File: config.mk
export PLATFORM = sky130hd
export DESIGN_NAME = cont_fecha
export DESIGN_NICKNAME = d
export VERILOG_FILES = /design/src/rtl/fecha_pkg.sv /design/src/rtl/bin2bcd_99.sv /design/src/rtl/cont_fecha.sv
export SDC_FILE = /design/constraint.sdc
export NUM_CORES = 1
export LEC_CHECK = 0
export ABC_AREA = 1
export CORE_MARGIN = 3
export CORE_UTILIZATION = 50
export DETAILED_ROUTE_END_ITERATION = 10
export PLACE_DENSITY_LB_ADDON = 0.25
export SYNTH_ARGS = -nofsm -noshare
export SYNTH_HDL_FRONTEND = slang
export SYNTH_HIERARCHICAL = 1
export SYNTH_SLANG_ARGS = --single-unit
File: constraint.sdc
create_clock -name clk -period 6.8 [get_ports clk]
set_input_delay 1.02 -clock clk [delete_from_list [all_inputs] [get_ports clk]]
set_output_delay 1.02 -clock clk [all_outputs]
set_load 0.05 [all_outputs]
File: src/rtl/fecha_pkg.sv
// Shared definitions for the date counter: default key codes, field positions
// and the month-length function with the leap-year rule.
package fecha_pkg;

    localparam logic [7:0] KEY_UP_DEF   = 8'h75;
    localparam logic [7:0] KEY_DOWN_DEF = 8'h72;

    localparam logic [1:0] POS_DIA  = 2'd0;
    localparam logic [1:0] POS_MES  = 2'd1;
    localparam logic [1:0] POS_ANIO = 2'd2;

    // Years 00..99 map to 2000..2099, so every multiple of 4 is a leap year.
    function automatic logic [4:0] dias_mes(input logic [3:0] mes, input logic [6:0] anio);
        case (mes)
            4'd2:                      return (anio[1:0] == 2'b00) ? 5'd29 : 5'd28;
            4'd4, 4'd6, 4'd9, 4'd11:   return 5'd30;
            default:                   return 5'd31;
        endcase
    endfunction

endpackage

File: src/rtl/bin2bcd_99.sv
// Combinational binary (0..99) to two-digit BCD converter.
module bin2bcd_99 (
    input  logic [6:0] bin,
    output logic [7:0] bcd
);

    logic [3:0] tens;
    logic [3:0] ones;

    always_comb begin
        tens = 4'd0;
        for (int i = 1; i <= 9; i++) begin
            if (bin >= 7'(10 * i)) tens = 4'(i);
        end
        ones = 4'(bin - 7'(10 * tens));
        bcd  = {tens, ones};
    end

endmodule

File: src/rtl/cont_fecha.sv
// Day/month/year counter, editable from the keypad and auto-advanced on the
// day-rollover pulse; BCD outputs drive the RTC write path and the display.
module cont_fecha
    import fecha_pkg::*;
#(
    parameter int unsigned    N        = 8,
    parameter int unsigned    P        = 2,
    parameter logic [N-1:0]   KEY_UP   = N'(KEY_UP_DEF),
    parameter logic [N-1:0]   KEY_DOWN = N'(KEY_DOWN_DEF),
    parameter int unsigned    ANIO_MAX = 99
) (
    input  logic         clk,
    input  logic         rst,
    input  logic [P-1:0] posicion,
    input  logic         f2,
    input  logic         en_codigo,
    input  logic [N-1:0] key_code,
    input  logic         inc_dia,
    output logic [N-1:0] dato_dia,
    output logic [N-1:0] dato_mes,
    output logic [N-1:0] dato_anio,
    output logic         carry_anio
);

    localparam logic [6:0] AnioMax = 7'(ANIO_MAX);

    logic [4:0] dia_q, dia_d;
    logic [3:0] mes_q, mes_d;
    logic [6:0] anio_q, anio_d;
    logic       carry_q, carry_d;
    logic [4:0] lim, lim_new;
    logic       key_up, key_dn;
    logic [7:0] bcd_dia, bcd_mes, bcd_anio;

    always_comb begin
        dia_d   = dia_q;
        mes_d   = mes_q;
        anio_d  = anio_q;
        carry_d = 1'b0;
        lim     = dias_mes(mes_q, anio_q);
        lim_new = lim;
        key_up  = (key_code == KEY_UP);
        key_dn  = (key_code == KEY_DOWN);

        if (f2) begin
            // Edit mode swallows inc_dia entirely.
            if (en_codigo && (key_up || key_dn)) begin
                case (posicion)
                    P'(POS_DIA): begin
                        if (key_up) dia_d = (dia_q >= lim) ? 5'd1 : dia_q + 5'd1;
                        else        dia_d = (dia_q <= 5'd1) ? lim : dia_q - 5'd1;
                    end
                    P'(POS_MES): begin
                        if (key_up) mes_d = (mes_q >= 4'd12) ? 4'd1 : mes_q + 4'd1;
                        else        mes_d = (mes_q <= 4'd1) ? 4'd12 : mes_q - 4'd1;
                    end
                    P'(POS_ANIO): begin
                        if (key_up) anio_d = (anio_q >= AnioMax) ? 7'd0 : anio_q + 7'd1;
                        else        anio_d = (anio_q == 7'd0) ? AnioMax : anio_q - 7'd1;
                    end
                    default: ;
                endcase
            end
            lim_new = dias_mes(mes_d, anio_d);
            if (dia_d > lim_new) dia_d = lim_new;
        end else if (inc_dia) begin
            if (dia_q < lim) begin
                dia_d = dia_q + 5'd1;
            end else begin
                dia_d = 5'd1;
                if (mes_q >= 4'd12) begin
                    mes_d = 4'd1;
                    if (anio_q >= AnioMax) begin
                        anio_d  = 7'd0;
                        carry_d = 1'b1;
                    end else begin
                        anio_d = anio_q + 7'd1;
                    end
                end else begin
                    mes_d = mes_q + 4'd1;
                end
            end
        end
    end

    always_ff @(posedge clk) begin
        if (!rst) begin
            dia_q   <= 5'd1;
            mes_q   <= 4'd1;
            anio_q  <= 7'd0;
            carry_q <= 1'b0;
        end else begin
            dia_q   <= dia_d;
            mes_q   <= mes_d;
            anio_q  <= anio_d;
            carry_q <= carry_d;
        end
    end

    bin2bcd_99 u_bcd_dia (
        .bin (7'(dia_q)),
        .bcd (bcd_dia)
    );

    bin2bcd_99 u_bcd_mes (
        .bin (7'(mes_q)),
        .bcd (bcd_mes)
    );

    bin2bcd_99 u_bcd_anio (
        .bin (anio_q),
        .bcd (bcd_anio)
    );

    assign dato_dia   = N'(bcd_dia);
    assign dato_mes   = N'(bcd_mes);
    assign dato_anio  = N'(bcd_anio);
    assign carry_anio = carry_q;

endmodule

* Word-level counts from Yosys, hierarchy flattened
Cells that the tools add are included.
Storage, ports and cells: bits of input ports 15, flip-flop bits (word level) 17, word-level logic and storage cells 147, output and inout port bits 25
Operators by class: reduce and logical (&&, ||, !) cells 14, equal/unequal tests 17, add/sub/neg operators 9, bitwise operators 3, muxes and demuxes 62, multipliers 3, $lt $le $gt $ge 34
Operator list (number):
- 2-to-1 mux 7 bit | 10
- 2-to-1 mux 4 bit | 15
- 2-to-1 mux 5 bit | 11
- 2-to-1 mux 3 bit | 12
- >= comparator 7 bit (second input constant) | 4
- >= comparator 4 x 7 -> 1 bit (second input constant) | 3
- >= comparator 5 x 7 -> 1 bit (second input constant) | 3
- >= comparator 7 x 6 -> 1 bit (second input constant) | 3
- >= comparator 4 x 6 -> 1 bit (second input constant) | 3
- >= comparator 5 x 6 -> 1 bit (second input constant) | 3
- == test 4 x 3 -> 1 bit (second input constant) | 4
- == test 4 bit (second input constant) | 4
- == test 8 x 7 -> 1 bit (second input constant) | 2
- >= comparator 7 x 5 -> 1 bit (second input constant) | 2
- multiplier 3 x 4 -> 3 bit (first input constant) | 3
- 2-to-1 mux 2 bit | 6
- subtractor 4 bit | 3
- >= comparator 4 x 5 -> 1 bit (second input constant) | 2
- >= comparator 5 bit (second input constant) | 2
- == test 4 x 2 -> 1 bit (second input constant) | 2
- >= comparator 4 bit (second input constant) | 2
- one-hot mux 2 bit (2 select lines) | 2
- OR reduction 4 bit | 2
- adder 7 x 1 -> 7 bit (second input constant) | 1
- 27 further kinds | 38

* Depth between registers and ports, before layout
Gate-level depths: netlist (run 1).
depth after elaboration 13, depth in mapped cells 26, depth with buffers taken out 26

* Cells and area by module
Netlist (run 1), hierarchy kept.
Modules (own cells, without submodules):
- cont_fecha | cells each 351, sequential area each 340.3 sq um, area an instance 2011.9 sq um, times used 1
- bin2bcd_99 (u_bcd_dia ...) | cells each 53, sequential area each 0.0 sq um, area an instance 277.8 sq um, times used 2
- bin2bcd_99 (u_bcd_anio) | cells each 55, sequential area each 0.0 sq um, area an instance 274.0 sq um, times used 1

* Least setup slack after synthesis (run 1)
No wires, ideal clock.
path kind flip-flop to output port, start register mes_q[3], end output port dato_mes[3], arrival 2.818 ns, stages on the path, launching flop included 20, required time 5.780 ns, path slack 2.962 ns, cells stage by stage dfxtp_1 -> inv_2 -> nand2_1 -> nand2_1 -> nand2_1 -> nand2_1 -> nand2_1 -> nand2_1 -> nand2_1 -> nand2_1 -> nand2_1 -> nand2_1 -> ha_1 -> fa_1 -> xnor2_1 -> xor2_2 -> inv_2 -> nand3_2 -> nand2_1 -> inv_1
On the way: cells in the longest elaborated chain, start to end 12
Ends and longest elaborated chain:
- start: declaration | RTL line cont_fecha.sv:28 | logic [3:0] mes_q, mes_d;
- start signal: assignment | RTL line cont_fecha.sv:94 | mes_q <= mes_d;
- >= comparator 4 bit | RTL line bin2bcd_99.sv:13 | if (bin >= 7'(10 * i)) tens = 4'(i);
- 2-to-1 mux 1 bit | RTL line bin2bcd_99.sv:13
- 2-to-1 mux 2 bit (2 in a row) | RTL line bin2bcd_99.sv:13
- 2-to-1 mux 3 bit (4 in a row) | RTL line bin2bcd_99.sv:13
- 2-to-1 mux 4 bit | RTL line bin2bcd_99.sv:13
- 2-to-1 mux 4 bit (*) | RTL line bin2bcd_99.sv:13
- net dato_mes[4] | RTL line cont_fecha.sv:20 | output logic [N-1:0] dato_mes,
- multiplier 3 x 4 -> 3 bit (*) | RTL line bin2bcd_99.sv:15 | ones = 4'(bin - 7'(10 * tens));
- subtractor 4 bit (*) | RTL line bin2bcd_99.sv:15
- end: declaration | RTL line cont_fecha.sv:20
The timed path passes the listed nets; every way through them passes the cells marked *.

* Worst setup path in the final report (run 1)
start register dia_q[2], end output port dato_dia[3]
On the way: cells in the longest elaborated chain, start to end 12
Ends and longest elaborated chain:
- start: declaration | RTL line cont_fecha.sv:27 | logic [4:0] dia_q, dia_d;
- start signal: assignment | RTL line cont_fecha.sv:93 | dia_q <= dia_d;
- >= comparator 5 x 4 -> 1 bit | RTL line bin2bcd_99.sv:13
- 2-to-1 mux 1 bit | RTL line bin2bcd_99.sv:13
- 2-to-1 mux 2 bit (2 in a row) | RTL line bin2bcd_99.sv:13
- 2-to-1 mux 3 bit (4 in a row) | RTL line bin2bcd_99.sv:13
- 2-to-1 mux 4 bit (2 in a row) | RTL line bin2bcd_99.sv:13
- multiplier 3 x 4 -> 3 bit | RTL line bin2bcd_99.sv:15
- subtractor 4 bit (*) | RTL line bin2bcd_99.sv:15
- end: declaration | RTL line cont_fecha.sv:19 | output logic [N-1:0] dato_dia,
Every way passes the cells marked *; elsewhere a longest branch is shown, timed or not.

==> results of run 1 <==
[stage by stage]
step	instances	util [%]	cell area, um2
finish	629	62.77	3328
global route	629	62.77	3328
CTS	629	62.77	3328
detailed placement	625	61.89	3282
global placement	625	61.89	3282
floorplan	530	-	2909
[logic make-up (layout without fill, tap and decap cells)]
| logic type | Yosys count | in the layout | synth area share (%) |
|---|---|---|---|
| AO/OA/AOI/OAI | 77 | 77 | 15.90 |
| XOR/XNOR | 14 | 14 | 4.844 |
| adder cells (fa/ha/maj) | 19 | 19 | 9.159 |
| buffers and inverters | 93 | 122 | 13.03 |
| flip-flops | 17 | 17 | 11.98 |
| other | 1 | 19 | 0.1320 |
| AND/OR/NAND/NOR | 291 | 291 | 44.96 |
[power groups by stage]
stage               Combinational [mW]  Clock [mW]  Sequential [mW]
global placement                 0.262           0            0.116
global route                     0.294      0.0820            0.115
detailed placement               0.267           0            0.116
finish                           0.269      0.0785            0.114
floorplan                        0.201           0            0.112
CTS                              0.268      0.0788            0.114
[tightest hold or removal path: cells and delay by family (launching register included)]
kind | cells | cell delay, ns
AND/OR/NAND/NOR | 1 | 0.12
flip-flops | 1 | 0.40
AO/OA/AOI/OAI | 1 | 0.06
[sequential cells by signal, summed over array words and instances (netlist names)]
| signal | flops |
|---|---|
| mes_q | 4 |
| carry_anio | 1 |
| dia_q | 5 |
| anio_q | 7 |
[layout make-up]
cell class	instances	area (um2)	area share, %
flip-flops and latches	17	340.3	10.23
well taps	70	87.58	2.632
repair buffers	34	340.3	10.23
multi-input cells	420	2198	66.05
inverters	84	315.3	9.474
clock inverters	1	5.005	0.1504
clock buffers	3	41.29	1.241
[cells in the final DEF, fill, tap and decap left out, drive strengths merged, types with 2 or more instances in the layout]
cell type,instances
nand2,178
nor2,54
dfxtp,17
xor2,9
nor4,2
xnor2,5
or2,2
nand3,46
ha,16
clkinv,4
nand4,4
conb,19
inv,81
o21ai,34
fa,3
a41oi,2
clkdlybuf4s50,34
nor3,5
a31oi,4
clkbuf,3
a21oi,27
a211oi,2
[worst paths after layout]
| kind | endpoint | slack, ns | depth (start not counted) |
|---|---|---|---|
| setup / recovery | dato_dia[3] | 2.09 | 20 |
| hold / removal | anio_q[0]$_SDFFE_PN0P_ | 0.63 | 2 |
| setup reg to reg | dia_q[0]$_SDFFE_PN1P_ | 3.39 | 22 |
| hold reg to reg | anio_q[0]$_SDFFE_PN0P_ | 0.63 | 2 |
[metal layers]
metal,up-vias,GRT usage [%]
met5,-,0
li1,1703,-
met3,8,1.885
met4,0,4.223
met1,1438,30.49
met2,117,40.96
==> impl_metrics.csv, run 1 <==
group,metric,value,unit
drt,dr.max_layer_used,"met4",
timing,post-route-worst-setup-slack,2.090,ns
worst_hold_path,worst_hold_class,"reg -> reg",
drt,post_drt_wl_per_cell,11.48,um
timing,achievable-frequency,0.2123,GHz
power,clock_power_share,17.0,%
power,power.switching,226.8,uW
place,hpwlAfterDp,5807,um
flow_run,max_cap_viols,0,
drt,drtPass1Iterations,5,
drt,drtIter0Drc,257,
power,powerDensity,138.8,mW/mm2
critical_path,path_max_fanout,16,
timing,rsz_0062_raised_after_global_routing,"false",
finish,drive_above_1_share,10.55,%
cts,cts_tree,"built",
drt,routed_wl,7221,um
yosys,post_synth_inst_count,512,
critical_path,critPathCaptureType,"primary output",
die,ios,40,
cts,count_of_instances_resized_after_the_clock_tree_is_built,0,
critical_path,criticalPathCategory,"reg -> out",
timing,final-hold-violation-count,0,
grt,grt_usage,23.08,%
cts,post_cts_buffers,0,
cts,cts_max_level,1,
critical_path,cp_cell_sequence,"inv_1, nand2_1, nand2_1, nand2_1, nand2_1, nand2_1, nand2_1, nand2_1, nand2_1, nand2_1, nand2_1, ha_1, fa_1, xnor2_1, xor2_2, inv_2, nand3_2, nand2_1, inv_1, clkdlybuf4s50_1",
power,cellInternalPower,235.3,uW
critical_path,crit_path_start_kind,"flop",
critical_path,library_cell_appearing_most_often_on_the_critical_path,"sky130_fd_sc_hd__nand2_1",
power,combinational_share_of_power,58.2,%
cts,cts.sink_count,17,
yosys,synth_enable_flop_cells,0,
yosys,synthDistinctLibCells,41,
yosys,synth.top_cells.by_area,"sky130_fd_sc_hd__nand2_1 (22%), sky130_fd_sc_hd__dfxtp_1 (12%), sky130_fd_sc_hd__inv_1 (7.9%)",
yosys,post_synth.cell_area_avg,5.550,um2
timing,setup_viol_count_final,0,
yosys,synth-warning-count,6,
yosys,synth_most_common_cell,"sky130_fd_sc_hd__nand2_1",
grt,grt_start_max_net_pins,17,
timing,worst_hold_slack,0.6283,ns
power,vdd_ir_drop_max,0.09294,mV
critical_path,worstSetupStartpoint,"dia_q[2]$_SDFFE_PN0P_",
finish,layout.filler_cells,537,
die,fp-row-count,26,
die,die_width,81.39,um
power,leakagePower,1.586,nW
drt,avgViaCountPerCell,5.192,
critical_path,critical_path_arrival,3.69,ns
cts,clk-insertion-delay-late,0.25,ns
drt,vias,3266,
yosys,postSynth.topFlopCell,"sky130_fd_sc_hd__dfxtp_1",
yosys,post-synth-top-area-cell,"sky130_fd_sc_hd__nand2_1",
finish,final_nets,594,
die,die-area,0.006624,mm2
critical_path,reg2reg_from,"mes_q[1]$_SDFFE_PN0P_",
die,core-area,0.005303,mm2
drt,wl_met2,3471,um
critical_path,critical_path_s_largest_stage_delay,0.80,ns
timing,final_cycle_utilization_of_the_critical_path,69.26,%
power,share_of_total_power_consumed_by_net_switching,49.08,%
yosys,synth.cells.most_frequent,"sky130_fd_sc_hd__nand2_1 (168), sky130_fd_sc_hd__inv_1 (60), sky130_fd_sc_hd__nor2_1 (48), sky130_fd_sc_hd__nand3_1 (40)",
power,total_power_draw,462.1,uW
timing,maximum_clock_skew_at_final_layout,0.001534,ns
cts,numCtsBuffers,3,
grt,grt_overflow,0,
outcome,status,"finished clean",
timing,setup_tns,0,ns
yosys,synth-async-reset-ratio,0,%
timing,final_max_slew_viol_count,0,
cts,clk_pin_slew,0.07,ns
drt,detail_route.wirelength.met1,3223,um
yosys,synthesis.area,0.002841,mm2
drt,met3_length,472,um
critical_path,critical_path.top_delay_family,"buffers and inverters",
grt,wire_length_of_the_first_global_routing_pass,12560,um
cts,holdBufCountCts,0,
power,seq_power_share,24.8,%
timing,final_period_minus_worst_setup_slack,4.710,ns
grt,first_global_vias,2905,
die,starting_density,53.59,%
finish,syn2layout_area_growth,17.13,%
critical_path,worst_ep_required_time,5.78,ns
drt,antenna_left,0,
timing,worst_slew_pin_slew,0.6789,ns
grt,grt_antenna_before_repair,0,
worst_hold_path,hp-start,"anio_q[0]$_SDFFE_PN0P_",
die,floorplan.die.height,81.39,um
place,gp_congestion,0.9147,
yosys,ys_seq_area_share,11.98,%
cts,clockBufferDepth,2,
critical_path,critPathSlowestCell,"sky130_fd_sc_hd__clkdlybuf4s50_1",
yosys,ys_seq_elements,17,
place,place_ws,2.385,ns
drt,route.detailed.drc,0,
finish,num_antenna_cells,0,
cts,cts_root_buffer,"sky130_fd_sc_hd__clkbuf_8",
place,count_of_buffers_from_port_buffering,34,
timing,slew_headroom,54.74,%
critical_path,worst-path-buf-inv,4,
yosys,synthDominantCellAreaShare,22.19,%
Power figures use the tool's default switching activity.
==> run 2, diff against run 1 <==
Clock period 6.8 ns to 4.56 ns, I/O delays scaled along.
==> run 2 against run 1 <==
  * Critical endpoint is now dato_mes[3]
  * Combinational power increased by 50%
  * Final area rose by 0.45%
  * Via count increased by 0.58%
  * Clock power up 52%
  * Register-to-register slack got worse by 2.1 ns
  * Power up 50%
  * Largest cell class unchanged
  * Highest routed layer unchanged
==> impl_metrics.csv, run 2 (synthesis gave the netlist of run 1 again) <==
group,metric,value,unit
cts,clk_pin_slew,0.07,ns
timing,final_max_slew_viol_count,0,
power,total_power_draw,691.6,uW
drt,route.detailed.drc,0,
timing,final-hold-violation-count,0,
critical_path,path_max_fanout,12,
place,count_of_buffers_from_port_buffering,34,
finish,final_nets,596,
grt,grt_overflow,0,
cts,clockBufferDepth,2,
die,ios,40,
finish,final_cell_mix,"sky130_fd_sc_hd__nand2_1 (168), sky130_fd_sc_hd__inv_1 (60), sky130_fd_sc_hd__nor2_1 (48)",
worst_hold_path,worst_hold_class,"reg -> reg",
cts,count_of_instances_resized_after_the_clock_tree_is_built,0,
grt,wire_length_of_the_first_global_routing_pass,12230,um
cts,cts_root_buffer,"sky130_fd_sc_hd__clkbuf_8",
timing,final_cycle_utilization_of_the_critical_path,93.35,%
die,die-area,0.006624,mm2
timing,final_period_minus_worst_setup_slack,4.257,ns
critical_path,critPathCaptureType,"primary output",
drt,vias,3285,
power,leakagePower,1.597,nW
finish,top_regs,"anio_q (7), dia_q (5), mes_q (4)",
place,place_ws,0.6168,ns
timing,worst_slew_pin_slew,0.6865,ns
timing,setup_tns,0,ns
drt,drtPass1Iterations,5,
timing,achievable-frequency,0.2349,GHz
grt,grt_usage,22.35,%
critical_path,criticalPathCategory,"reg -> out",
die,core-area,0.005303,mm2
critical_path,crit_path_start_kind,"flop",
grt,first_global_vias,2928,
critical_path,critical_path_arrival,3.57,ns
timing,rsz_0062_raised_after_global_routing,"false",
die,die_width,81.39,um
timing,maximum_clock_skew_at_final_layout,0.002672,ns
cts,clk-insertion-delay-late,0.26,ns
cts,post_cts_buffers,0,
timing,post-route-worst-setup-slack,0.3031,ns
drt,drtIter0Drc,254,
power,powerDensity,206.9,mW/mm2
drt,post_drt_wl_per_cell,11.36,um
critical_path,worst_ep_required_time,3.88,ns
grt,grt_start_max_net_pins,16,
finish,max_reg_flops,7,
grt,grt_antenna_before_repair,0,
outcome,status,"finished clean",
cts,cts_tree,"built",
place,hpwlAfterDp,5692,um
drt,antenna_left,0,
finish,most_common_cell_after_layout_fill_and_taps_aside,"sky130_fd_sc_hd__nand2_1",
die,starting_density,53.59,%
drt,routed_wl,7167,um
finish,num_antenna_cells,0,
timing,slew_headroom,54.23,%
cts,cts.sink_count,17,
flow_run,max_cap_viols,0,
finish,largest-register,"anio_q",
cts,holdBufCountCts,0,
cts,numCtsBuffers,3,
timing,setup_viol_count_final,0,
power,vdd_ir_drop_max,0.2049,mV
die,floorplan.die.height,81.39,um
finish,syn2layout_area_growth,17.66,%
place,gp_congestion,0.9226,
cts,cts_max_level,1,
die,fp-row-count,26,
drt,avgViaCountPerCell,5.206,
finish,drive_above_1_share,10.87,%
## run 2: cell type report
| cell class | count | area [um2] |
|---|---|---|
| clock buffers | 3 | 41.29 |
| clock inverters | 1 | 5.005 |
| fillers | 530 | 1959 |
| inverters | 84 | 315.3 |
| multi-input cells | 420 | 2198 |
| flip-flops and latches | 17 | 340.3 |
| well taps | 70 | 87.58 |
| repair buffers | 36 | 355.3 |
## run 2: worst paths after layout
kind / startpoint / endpoint / slack [ns] / cells after the start
worst max register to register: mes_q[1]$_SDFFE_PN0P_ / dia_q[0]$_SDFFE_PN1P_ / 1.26 / 22
worst min-delay path: mes_q[0]$_SDFFE_PN1P_ / mes_q[0]$_SDFFE_PN1P_ / 0.63 / 2
worst max-delay path: mes_q[2]$_SDFFE_PN0P_ / dato_mes[3] / 0.30 / 20
worst min register to register: mes_q[0]$_SDFFE_PN1P_ / mes_q[0]$_SDFFE_PN1P_ / 0.63 / 2
## run 2: stage by stage
stage | hold slack (ns) | util, % | cell area (um2) | instances
2_1_floorplan | 0.5489 | - | 2909 | 530
3_3_place_gp | 0.5945 | 62.18 | 3297 | 627
3_5_place_dp | 0.6112 | 62.18 | 3297 | 627
4_1_cts | 0.6223 | 63.05 | 3343 | 631
5_1_grt | 0.6709 | 63.05 | 3343 | 631
6_report | 0.6264 | 63.05 | 3343 | 631
## run 2: report_power, final
group          total (mW)  switching [mW]  internal (mW)
combinational       0.404           0.266          0.137
clock               0.119          0.0580         0.0608
sequential          0.169          0.0153          0.154
## run 2: worst max-delay path, stage by stage (launching register included)
cell and delay [ns]:
sky130_fd_sc_hd__dfxtp_1 0.55, sky130_fd_sc_hd__inv_1 0.15, sky130_fd_sc_hd__nand2_1 0.09, sky130_fd_sc_hd__nand2_1 0.05
sky130_fd_sc_hd__nand2_1 0.05, sky130_fd_sc_hd__nand2_1 0.04, sky130_fd_sc_hd__nand2_1 0.05, sky130_fd_sc_hd__nand2_1 0.04
sky130_fd_sc_hd__nand2_1 0.05, sky130_fd_sc_hd__nand2_1 0.04, sky130_fd_sc_hd__nand2_1 0.10, sky130_fd_sc_hd__nand2_1 0.11
sky130_fd_sc_hd__ha_1 0.23, sky130_fd_sc_hd__fa_1 0.38, sky130_fd_sc_hd__xnor2_1 0.17, sky130_fd_sc_hd__xor2_2 0.20
sky130_fd_sc_hd__inv_2 0.05, sky130_fd_sc_hd__nand3_2 0.06, sky130_fd_sc_hd__nand2_1 0.05, sky130_fd_sc_hd__inv_1 0.05
sky130_fd_sc_hd__clkdlybuf4s50_1 0.80
## run 2: layer usage
metal / up-vias / part of all wire, % / track usage [%] / wire length (um)
met5: - / 0 / 0 / 0
met4: 0 / 0.88 / 3.547 / 63
met3: 9 / 5.3 / 1.996 / 382
met2: 101 / 48 / 38.84 / 3407
met1: 1474 / 46 / 30.34 / 3313
li1: 1701 / - / - / -
